## src/rtl/col_layer_ctrl.sv

```systemverilog
// Column/iteration sequencer for the layered decoder: walks COL_NUM columns per iteration,
// drains the CN/VN pipeline, then pulses done. Optional macro COL_LAYER_EARLY_TERM_EN adds syndrome early stop.
module col_layer_ctrl #(
  parameter int COL_CNT_WID = 7,
  parameter int COL_NUM     = 96,
  parameter int ITER_WID    = 5,
  parameter int FLUSH_CYC   = 3
) (
  input  logic                   i_clk,
  input  logic                   i_rst_n,
  input  logic                   i_start,
  input  logic                   i_stall,
  input  logic [ITER_WID-1:0]    i_max_iter,
  input  logic                   i_syn_ok,
  output logic                   o_busy,
  output logic                   o_col_vld,
  output logic [COL_CNT_WID-1:0] o_col_cnt,
  output logic                   o_is_first_iter,
  output logic [ITER_WID-1:0]    o_iter_cnt,
  output logic                   o_iter_end,
  output logic                   o_done,
  output logic                   o_early_stop
);

  // state | meaning
  // IDLE  | waiting for i_start, counters cleared
  // RUN   | stepping columns, stalls freeze the walk
  // FLUSH | FLUSH_CYC drain cycles, stall ignored
  // DONE  | one-cycle o_done, then back to IDLE
  typedef enum logic [1:0] {IDLE, RUN, FLUSH, DONE} state_t;

  localparam int FL_WID = (FLUSH_CYC > 1) ? $clog2(FLUSH_CYC) : 1;
  localparam logic [FL_WID-1:0]      FL_INIT  = FL_WID'(FLUSH_CYC - 1);
  localparam logic [COL_CNT_WID-1:0] COL_LAST = COL_CNT_WID'(COL_NUM - 1);

  state_t                 state_q, state_n;
  logic [COL_CNT_WID-1:0] col_q, col_n;
  logic [ITER_WID-1:0]    iter_q, iter_n, max_q, max_n;
  logic [FL_WID-1:0]      fl_q, fl_n;
  logic first_q, first_n, vld_q, vld_n, end_q, end_n;
  logic done_q, done_n, busy_q, busy_n, early_q, early_n;
  logic last_iter, syn_stop;

`ifdef COL_LAYER_EARLY_TERM_EN
  assign syn_stop = i_syn_ok;
`else
  logic unused_syn_ok;
  assign unused_syn_ok = i_syn_ok;
  assign syn_stop      = 1'b0;
`endif

  assign last_iter = (iter_q == max_q - 1'b1);

  always_ff @(posedge i_clk) begin
    if (!i_rst_n) begin
      state_q <= IDLE;
      col_q   <= '0;
      iter_q  <= '0;
      max_q   <= '0;
      fl_q    <= '0;
      first_q <= 1'b0;
      vld_q   <= 1'b0;
      end_q   <= 1'b0;
      done_q  <= 1'b0;
      busy_q  <= 1'b0;
      early_q <= 1'b0;
    end else begin
      state_q <= state_n;
      col_q   <= col_n;
      iter_q  <= iter_n;
      max_q   <= max_n;
      fl_q    <= fl_n;
      first_q <= first_n;
      vld_q   <= vld_n;
      end_q   <= end_n;
      done_q  <= done_n;
      busy_q  <= busy_n;
      early_q <= early_n;
    end
  end

  always_comb begin
    state_n = state_q;
    col_n   = col_q;
    iter_n  = iter_q;
    max_n   = max_q;
    fl_n    = fl_q;
    first_n = first_q;
    busy_n  = busy_q;
    early_n = early_q;
    vld_n   = 1'b0;
    end_n   = 1'b0;
    done_n  = 1'b0;
    case (state_q)
      IDLE: begin
        if (i_start) begin
          state_n = RUN;
          col_n   = '0;
          iter_n  = '0;
          first_n = 1'b1;
          early_n = 1'b0;
          busy_n  = 1'b1;
          vld_n   = 1'b1;
          max_n   = (i_max_iter == '0) ? ITER_WID'(1) : i_max_iter;
        end
      end
      RUN: begin
        // the column on the bus was consumed only if vld_q; end_q already implies vld_q
        if (end_q && (last_iter || syn_stop)) begin
          state_n = FLUSH;
          fl_n    = FL_INIT;
          early_n = syn_stop;
        end else begin
          if (vld_q) begin
            if (end_q) begin
              col_n   = '0;
              iter_n  = iter_q + 1'b1;
              first_n = 1'b0;
            end else begin
              col_n = col_q + 1'b1;
            end
          end
          vld_n = !i_stall;
          end_n = !i_stall && (col_n == COL_LAST);
        end
      end
      FLUSH: begin
        if (fl_q == '0) begin
          state_n = DONE;
          done_n  = 1'b1;
        end else begin
          fl_n = fl_q - 1'b1;
        end
      end
      DONE: begin
        state_n = IDLE;
        col_n   = '0;
        iter_n  = '0;
        first_n = 1'b0;
        busy_n  = 1'b0;
      end
      default: state_n = IDLE;
    endcase
  end

  assign o_busy          = busy_q;
  assign o_col_vld       = vld_q;
  assign o_col_cnt       = col_q;
  assign o_is_first_iter = first_q;
  assign o_iter_cnt      = iter_q;
  assign o_iter_end      = end_q;
  assign o_done          = done_q;
  assign o_early_stop    = early_q;

endmodule

```

## config.mk

```make
export PLATFORM = sky130hd
export DESIGN_NAME = col_layer_ctrl
export DESIGN_NICKNAME = d
export VERILOG_FILES = /design/src/rtl/col_layer_ctrl.sv
export SDC_FILE = /design/constraint.sdc
export NUM_CORES = 1
export LEC_CHECK = 0
export ABC_AREA = 1
export BUFFER_PORTS_ARGS = -buffer_cell sky130_fd_sc_hd__buf_2
export CAP_MARGIN = 20
export CORE_MARGIN = 10
export CORE_UTILIZATION = 50
export DETAILED_ROUTE_END_ITERATION = 12
export PLACE_DENSITY = 0.8
export SLEW_MARGIN = 40
export SYNTH_ARGS = -nofsm -noshare
export SYNTH_HDL_FRONTEND = slang
export SYNTH_SLANG_ARGS = --single-unit
```

## constraint.sdc

```tcl
create_clock -name i_clk -period 1.6 [get_ports i_clk]
set_input_delay 0.32 -clock i_clk [delete_from_list [all_inputs] [get_ports i_clk]]
set_output_delay 0.32 -clock i_clk [all_outputs]
set_load 0.01 [all_outputs]
```

======== Word-level counts from Yosys, hierarchy flattened ========
Cells that the tools add are included.
Widths: inputs -> output; s select.
word-level totals
  logic and storage cells ................. 80
  input port bits ......................... 10
  flip-flop bits (word level) ............. 27
  output and inout bits ................... 18
cells by class
  reductions and logical operators ........ 19
  add/sub/neg operators ................... 4
  equal/unequal tests ..................... 12
  mux-type cells .......................... 32
  bitwise operators ....................... 2
operators by type and width
  cell                 number
  $mux 7               6
  $mux 5               5
  $pmux 7 s3           1
  $pmux 5 s3           1
  $ne 2x2->1 const B   7
  $reduce_and 3->1     4
  $mux 1               9
  $mux 2               4
  $pmux 2 s4           1
  $add 7x1->7 const B  1
  $eq 7x7->1 const B   1
  $pmux 1 s2           3
  $reduce_and 2->1     3
  $reduce_bool 2->1    3
  $add 5x1->5 const B  1
  $eq 5x5->1           1
  $logic_not 5->1      1
  $reduce_and 5->1     1
  $sub 5x1->5 const B  1
  $eq 2x2->1 const B   2
  $logic_not 2->1      2
  $pmux 2 s2           1
  $pmux 1 s3           1
  $reduce_bool 3->1    1
  6 further kinds      8

======== Depth between registers and ports, before layout ========
Gate-level depths: netlist of the first run.
  word-level depth ........................ 7
  gate-level depth with buffers ........... 13
  gate-level depth less buffers ........... 13

======== Worst setup path before layout of the first run ========
OpenSTA, ideal clock, no wires.
  path type ............................... register -> register
  start point ............................. register max_q[0]
  end point ............................... register iter_q[0] (netlist: o_iter_cnt[0])
  arrival time ............................ 1455 ps
  stages on the path, launching flop included .. 11
  buffers on the path ..................... 0
  setup time .............................. 110 ps
  period minus slack after synthesis ...... 1564 ps
  setup slack ............................. 36 ps
  required time ........................... 1490 ps
  path through ............................ dfxtp_1 -> inv_1 -> ha_1 -> xor2_1 -> nand2_1 -> a21oi_2 -> nand3_2 -> nand3_1 -> nand2_1 -> inv_1 -> nor2_2
between the ends
  longest elaborated chain between the ends .. 5
ends and longest elaborated chain
  element                            RTL line  text
  from (decl)                        38        logic [ITER_WID-1:0] iter_q, iter_n, max_q, max_n;
  from (signal assigned)             71        max_q <= max_n;
  $sub 5x1->5                        52        assign last_iter = (iter_q == max_q - 1'b1);
  $eq 5x5->1                         52
  $logic_and 1x1->1                  109       if (end_q && (last_iter || syn_stop)) begin
  $ne 2x2->1 (no source line)        n/a
  $reduce_and 5->1 (no source line)  n/a
  to (signal assigned)               70        iter_q <= iter_n;
  to (decl)                          38
Every way passes these cells.
A chain may end at the register's enable or synchronous reset.

======== Worst setup path after layout of the first run ========
  start point ............................. register max_q[1]
  end point ............................... register iter_q[2] (netlist: o_iter_cnt[2])
The elaborated chain is that of the path after synthesis.

==> flow_metrics.env, run 1 <==
export IMPL_dp_hpwl_um=3050
export IMPL_dpl_worst_slack_ns=-0.146
export IMPL_num_rows=20
export IMPL_critPathMaxFanout=8
export IMPL_max_vdd_ir_drop_mv=0.812
export IMPL_synthCells=254
export IMPL_violations="setup timing"
export IMPL_final_min_clock_period_ns=1.67
export IMPL_synth_edf_count=0
export IMPL_synth_fa_ha_area_share_pct=6.10
export IMPL_cpLargestDelayFamily="simple AND/OR/NAND/NOR gates"
export IMPL_fp_dieArea_um2=5970
export IMPL_reg2reg_depth=10
export IMPL_crit_path_frequent_cell="nand2_1"
export IMPL_area_delta_synth_final_pct=24.5
export IMPL_syn_area_per_cell_um2=6.46
export IMPL_post_route_util_pct=65.8
export IMPL_initial_core_util_pct=52.9
export IMPL_yosys_area_share_simple_pct=36.7
export IMPL_synth_seq_area_share_pct=31.7
export IMPL_yosysMostFrequentCell="nand2_1"
export IMPL_wl_per_cell_um=12.3
export IMPL_via_per_inst=5.09
export IMPL_drt_wl_total_um=4090
export IMPL_drive_above_1_share_pct=28.0
export IMPL_io_buffers=25
export IMPL_maxCapViolCount=0
export IMPL_clock_sinks=26
export IMPL_clk_latency_ns=0.33
export IMPL_ys_top_cells_by_area="dfxtp_1, nand2_1, inv_1"
export IMPL_antenna_found_initial=0
export IMPL_regToRegSetupSlack_ns=-0.07
export IMPL_clockBufferDepth=2
export IMPL_critPathArrivalTime_ns=1.95
export IMPL_gp_congestion=0.842
export IMPL_cp_depth=10
export IMPL_setup_viol=16
export IMPL_die_y_um=77.3
export IMPL_crit_path_end="o_iter_cnt[2]"
export IMPL_critPathRequiredTime_ns=1.88
export IMPL_synth_top_area_share_pct=31.7
export IMPL_grt_ovfl_total=0
export IMPL_critPathKind="reg2reg"
export IMPL_reg2reg_to="o_iter_cnt[2]"
export IMPL_ys_warn_count=0
export IMPL_status="finished with violations"
export IMPL_htree_num_levels=1
export IMPL_syn_area_um2=1640
export IMPL_rsz0062_at_grt="yes"
export IMPL_postRouteAntennaNets=0
export IMPL_async_flop_share_pct=0
export IMPL_r2r_start="max_q[1]"
export IMPL_fmax_mhz=599
export IMPL_synth_compound_area_share_pct=12.5
export IMPL_max_stage_delay_ns=0.36
export IMPL_synth_top_family_by_area="simple AND/OR/NAND/NOR gates"
export IMPL_core_region_area_um2=3100
export IMPL_fillers=298
export IMPL_grt_pass1_vias=1639
export IMPL_synthTopCellsByCount="nand2_1, inv_1, nor2_1, dfxtp_1, nand3_1"
export IMPL_cp_cell_sequence="inv_2 > ha_4 > xor2_1 > nand2_1 > a21oi_2 > nand3_4 > buf_6 > nand4_1 > nand2_1 > nor2_2"
export IMPL_cts_made_buffers=3
export IMPL_via_count=1696
export IMPL_fin_nets=308
export IMPL_synthesis_nets=272
export IMPL_final_hold_viol_count=0
export IMPL_cp_start_kind="flip-flop"
export IMPL_yosysTopAreaCell="dfxtp_1"
export IMPL_path_clk_slew_ns=0.15
export IMPL_fin_crit_sh_pct=104
export IMPL_slowest_stage="dfxtp_2"
export IMPL_timing_hold_ws_ns=0.246
export IMPL_grt_pass1_wl_um=7020
export IMPL_cts_tree="built"
export IMPL_worst_slack_ns=-0.0682
export IMPL_ys_types=29
export IMPL_dr_pass1_iters=4
export IMPL_hold_path_class="in2reg"
export IMPL_drc_errors=0
export IMPL_synth_main_ff_cell="dfxtp_1"
export IMPL_synthXorXnorAreaFrac_pct=1.60
export IMPL_skew_ns=0.00568
export IMPL_slew_violations=0
export IMPL_crit_path_start="max_q[1]"
export IMPL_synth_mux_area_share_pct=0
export IMPL_track_usage_pct=13.7
export IMPL_drt_iter0_drc=143
export IMPL_ios=28
export IMPL_crit_path_end_kind="flip-flop"
export IMPL_clockRootBuffer="clkbuf_4"
export IMPL_power_density_nw_per_um2=1640
export IMPL_die_x_um=77.3
export IMPL_p_leak_nw=0.960
export IMPL_timing_critical_path_buf_inv=2
export IMPL_ys_ff_latch=26
export IMPL_diodes=0
export IMPL_grt_max_degree=18
-- power breakdown --
part / internal (W) / total (W) / switching (W)
clock network: 0.000253 / 0.000457 / 0.000204
logic: 0.000750 / 0.00187 / 0.00112
registers: 0.000841 / 0.00102 / 0.000175
-- worst reg2reg max path, delay by kind of cell (launching register included) --
kind | cells | cell delay (ns)
adders and majority gates | 1 | 0.26
xor gates and xnor gates | 1 | 0.15
DFF | 1 | 0.36
AOI/OAI and AO/OA | 1 | 0.17
buffers and inverters | 2 | 0.22
and+or+nand+nor | 5 | 0.46
-- flip-flops by register name (all words and copies together), names as in the netlist --
signal and cells:
o_col_cnt 7, fl_q 2, o_iter_cnt 5, max_q 5
state_q 2, o_done 1, o_busy 1, o_col_vld 1
o_iter_end 1, o_is_first_iter 1
-- through the flow --
step | power, W | TNS (ns) | instances | area [um2]
6_report | 0.00334 | -0.760 | 333 | 2040
2_1_floorplan | 0.00218 | 0 | 254 | 1640
4_1_cts | 0.00329 | -0.407 | 333 | 2000
3_5_place_dp | 0.00271 | -1.42 | 328 | 1880
3_3_place_gp | 0.00266 | -0.398 | 328 | 1880
5_1_grt | 0.00366 | -1.73 | 333 | 2040
-- layer usage --
layer | vias up | part of all wire, % | global-route usage, %
met5 | - | 0 | 0
met4 | 0 | 0.93 | 4.20
met3 | 4 | 4.2 | 3.61
met2 | 30 | 52 | 24.2
met1 | 780 | 43 | 15.5
li1 | 882 | - | -
-- worst min-delay path by stage --
stage	end	cells past startpoint	startpoint	slack, ns
2_1_floorplan	max_q[4]	2	max_q[4]	0.44
3_3_place_gp	max_q[4]	2	max_q[4]	0.46
3_5_place_dp	max_q[4]	2	max_q[4]	0.47
4_1_cts	o_iter_end	4	i_stall	0.22
5_1_grt	max_q[0]	3	i_max_iter[0]	0.27
6_report	o_iter_end	4	i_stall	0.25
-- final cells by class --
type	count	area [um2]	share of cell area [%]
clock buffer	3	22.5	1.10
clock inverter	1	30.0	1.47
multi-input combinational	185	1030	50.4
sequential	26	527	25.8
timing repair buffer	38	243	11.9
tap	44	55.1	2.70
inverter	36	135	6.62
-- cell families after synthesis --
family / Yosys count
XOR/XNOR: 3
other: 1
AND/OR/NAND/NOR: 137
AO/OA/AOI/OAI: 36
buffers and inverters: 43
flip-flops: 26
adder cells (fa/ha/maj): 8
-- cells in the final DEF, fill, tap and decap left out, drive strengths merged --
master	instances
nor3	6
a221oi	1
xnor2	1
nor2	34
o21bai	1
a21oi	18
o21ai	13
bufinv	1
conb	1
nand3b	2
a211oi	1
ha	8
nand4	6
buf	38
nand2	66
xor2	2
a21o	2
inv	36
clkbuf	3
dfxtp	26
nand3	22
or2	1
-- what timing repair did --
action,4_1_cts,5_1_grt
endpoints found under the setup margin,18,19
hold buffers,0,0
gates resized for setup,15,16
pin swaps,5,9
setup buffers,1,0
(Power assumes the default switching activity.)
==> run 2: changes to the inputs <==
Settings changed: GPL_TIMING_DRIVEN set to 0.
==> run 2 against run 1 <==
  * The run still ends with setup timing left
  * First-iteration DRC count grew 61%
  * Total power shrank 6.1%
  * Cell count shrank 0.30%
  * Clock power shrank 24%
  * Sequential cell count is the same
  * Largest cell class unchanged
==> flow_metrics.env, run 2 (synthesis results as in run 1) <==
export IMPL_fillers=303
export IMPL_via_count=1697
export IMPL_grt_pass1_vias=1564
export IMPL_ios=28
export IMPL_drt_wl_total_um=4020
export IMPL_tightest_slew_ns=0.573
export IMPL_cp_start_kind="flip-flop"
export IMPL_crit_path_start="max_q[1]"
export IMPL_placed_area_um2=1820
export IMPL_core_region_area_um2=3100
export IMPL_regToRegSetupSlack_ns=-0.06
export IMPL_num_rows=20
export IMPL_rsz0062_at_grt="yes"
export IMPL_drc_errors=0
export IMPL_dr_pass1_iters=4
export IMPL_grt_max_degree=15
export IMPL_reg2reg_to="o_col_cnt[0]"
export IMPL_final_hold_viol_count=0
export IMPL_drt_iter0_drc=230
export IMPL_critPathRequiredTime_ns=1.88
export IMPL_final_cell_mix="nand2_1, inv_1, nor2_1, buf_2, dfxtp_1"
export IMPL_die_y_um=77.3
export IMPL_largest_reg_flops=7
export IMPL_pwr_share_seq_pct=32.7
export IMPL_antenna_found_initial=0
export IMPL_fin_area_um2=1990
export IMPL_r2r_start="max_q[1]"
export IMPL_final_min_clock_period_ns=1.66
export IMPL_critPathArrivalTime_ns=1.94
export IMPL_max_vdd_ir_drop_mv=0.960
export IMPL_fp_dieArea_um2=5970
export IMPL_hold_path_class="in2reg"
export IMPL_seq_area_um2=528
export IMPL_track_usage_pct=13.6
export IMPL_clock_sinks=26
export IMPL_io_buffers=25
export IMPL_p_int_w=0.00165
export IMPL_cts_tree="built"
export IMPL_p_sw_share_pct=47.5
export IMPL_fin_crit_sh_pct=103
export IMPL_initial_core_util_pct=52.9
export IMPL_fin_nets=307
export IMPL_cts_made_buffers=3
export IMPL_maxSlewHeadroom_pct=61.8
export IMPL_critPathKind="reg2reg"
export IMPL_gp_congestion=0.864
export IMPL_maxCapViolCount=0
export IMPL_fmax_mhz=604
export IMPL_postRouteAntennaNets=0
export IMPL_p_sw_w=0.00149
export IMPL_htree_num_levels=1
export IMPL_path_clk_slew_ns=0.15
export IMPL_p_leak_nw=0.938
export IMPL_die_x_um=77.3
export IMPL_clockBufferDepth=2
export IMPL_dpl_worst_slack_ns=-0.185
export IMPL_holdPathStages=3
export IMPL_grt_pass1_wl_um=6930
export IMPL_violations="setup timing"
export IMPL_setup_viol=13
export IMPL_multi_input_area_um2=1010
export IMPL_power_total_w=0.00314
export IMPL_via_per_inst=5.11
export IMPL_drive_above_1_share_pct=26.4
export IMPL_reg2reg_depth=10
export IMPL_critPathMaxFanout=5
export IMPL_diodes=0
export IMPL_area_delta_synth_final_pct=21.2
export IMPL_clk_latency_ns=0.34
export IMPL_wl_per_cell_um=12.1
export IMPL_skew_ns=0.0117
export IMPL_power_density_nw_per_um2=1580
export IMPL_grt_ovfl_total=0
export IMPL_clockPowerShare_pct=11.0
export IMPL_comb_power_share_pct=56.3
export IMPL_slew_violations=0
export IMPL_crit_path_end="o_col_cnt[0]"
export IMPL_mostFrequentLayoutCell="nand2_1"
export IMPL_crit_path_end_kind="flip-flop"
export IMPL_worst_slack_ns=-0.0559
export IMPL_clockRootBuffer="clkbuf_4"
export IMPL_dp_hpwl_um=2910
export IMPL_status="finished with violations"
==> run 2: power groups by stage <==
stage	clock network, W	logic [W]	registers (W)
floorplan	0	0.00114	0.00104
global placement	0	0.00152	0.00102
detailed placement	0	0.00156	0.00103
CTS	0.000355	0.00169	0.00101
global route	0.000373	0.00200	0.00106
finish	0.000347	0.00177	0.00103
==> run 2: per-stage QoR <==
stage	setup TNS, ns	utilization (%)	hold WS, ns	std cells
floorplan	0	-	0.443	254
global placement	-2.62	58.7	0.457	323
detailed placement	-2.59	58.7	0.463	323
CTS	-0.0210	63.0	0.217	332
global route	-1.50	64.1	0.209	332
finish	-0.240	64.1	0.229	332
==> run 2: how the worst min path moves through the flow <==
stage,startpoint,endpoint,slack (ns)
floorplan,max_q[4],max_q[4],0.44
global placement,max_q[4],max_q[4],0.46
detailed placement,max_q[4],max_q[4],0.46
CTS,i_max_iter[0],max_q[0],0.22
global route,i_max_iter[0],max_q[0],0.21
finish,i_max_iter[0],max_q[0],0.23
==> run 2: area by class of cell <==
| type | count | area share, % |
|---|---|---|
| clock buffers | 4 | 1.83 |
| inverters | 36 | 6.80 |
| multi-input cells | 185 | 51.0 |
| repair buffers | 30 | 8.37 |
| well taps | 44 | 2.77 |
| flip-flops and latches | 26 | 26.6 |
| plain buffers | 7 | 2.64 |
==> run 2: critical path, stage by stage (launching register included) <==
cell and delay [ns]:
dfxtp_2 0.37, inv_2 0.05, ha_4 0.26, xor2_1 0.15, nand2_1 0.10, a21oi_2 0.15, nand3_4 0.13, buf_4 0.16
nand3_1 0.07, nand2_1 0.08, nor2_1 0.09
==> run 2: timing repair <==
action                                  CTS  global route
hold buffers                              0             0
endpoints found under the setup margin   19            20
gates cloned                              1             0
resized for setup                        19            13
pin swaps                                 4             5
setup buffers                             4             0
==> run 2: metal layers <==
metal  vias to the layer above  wire, um  track usage, %  share of wire [%]
met5                         -         0               0                  0
met1                       781      1850            16.2                 46
met4                         0        40            4.93                1.0
met3                         4       194            3.96                4.8
met2                        33      1940            22.4                 48
li1                        879         -               -                  -
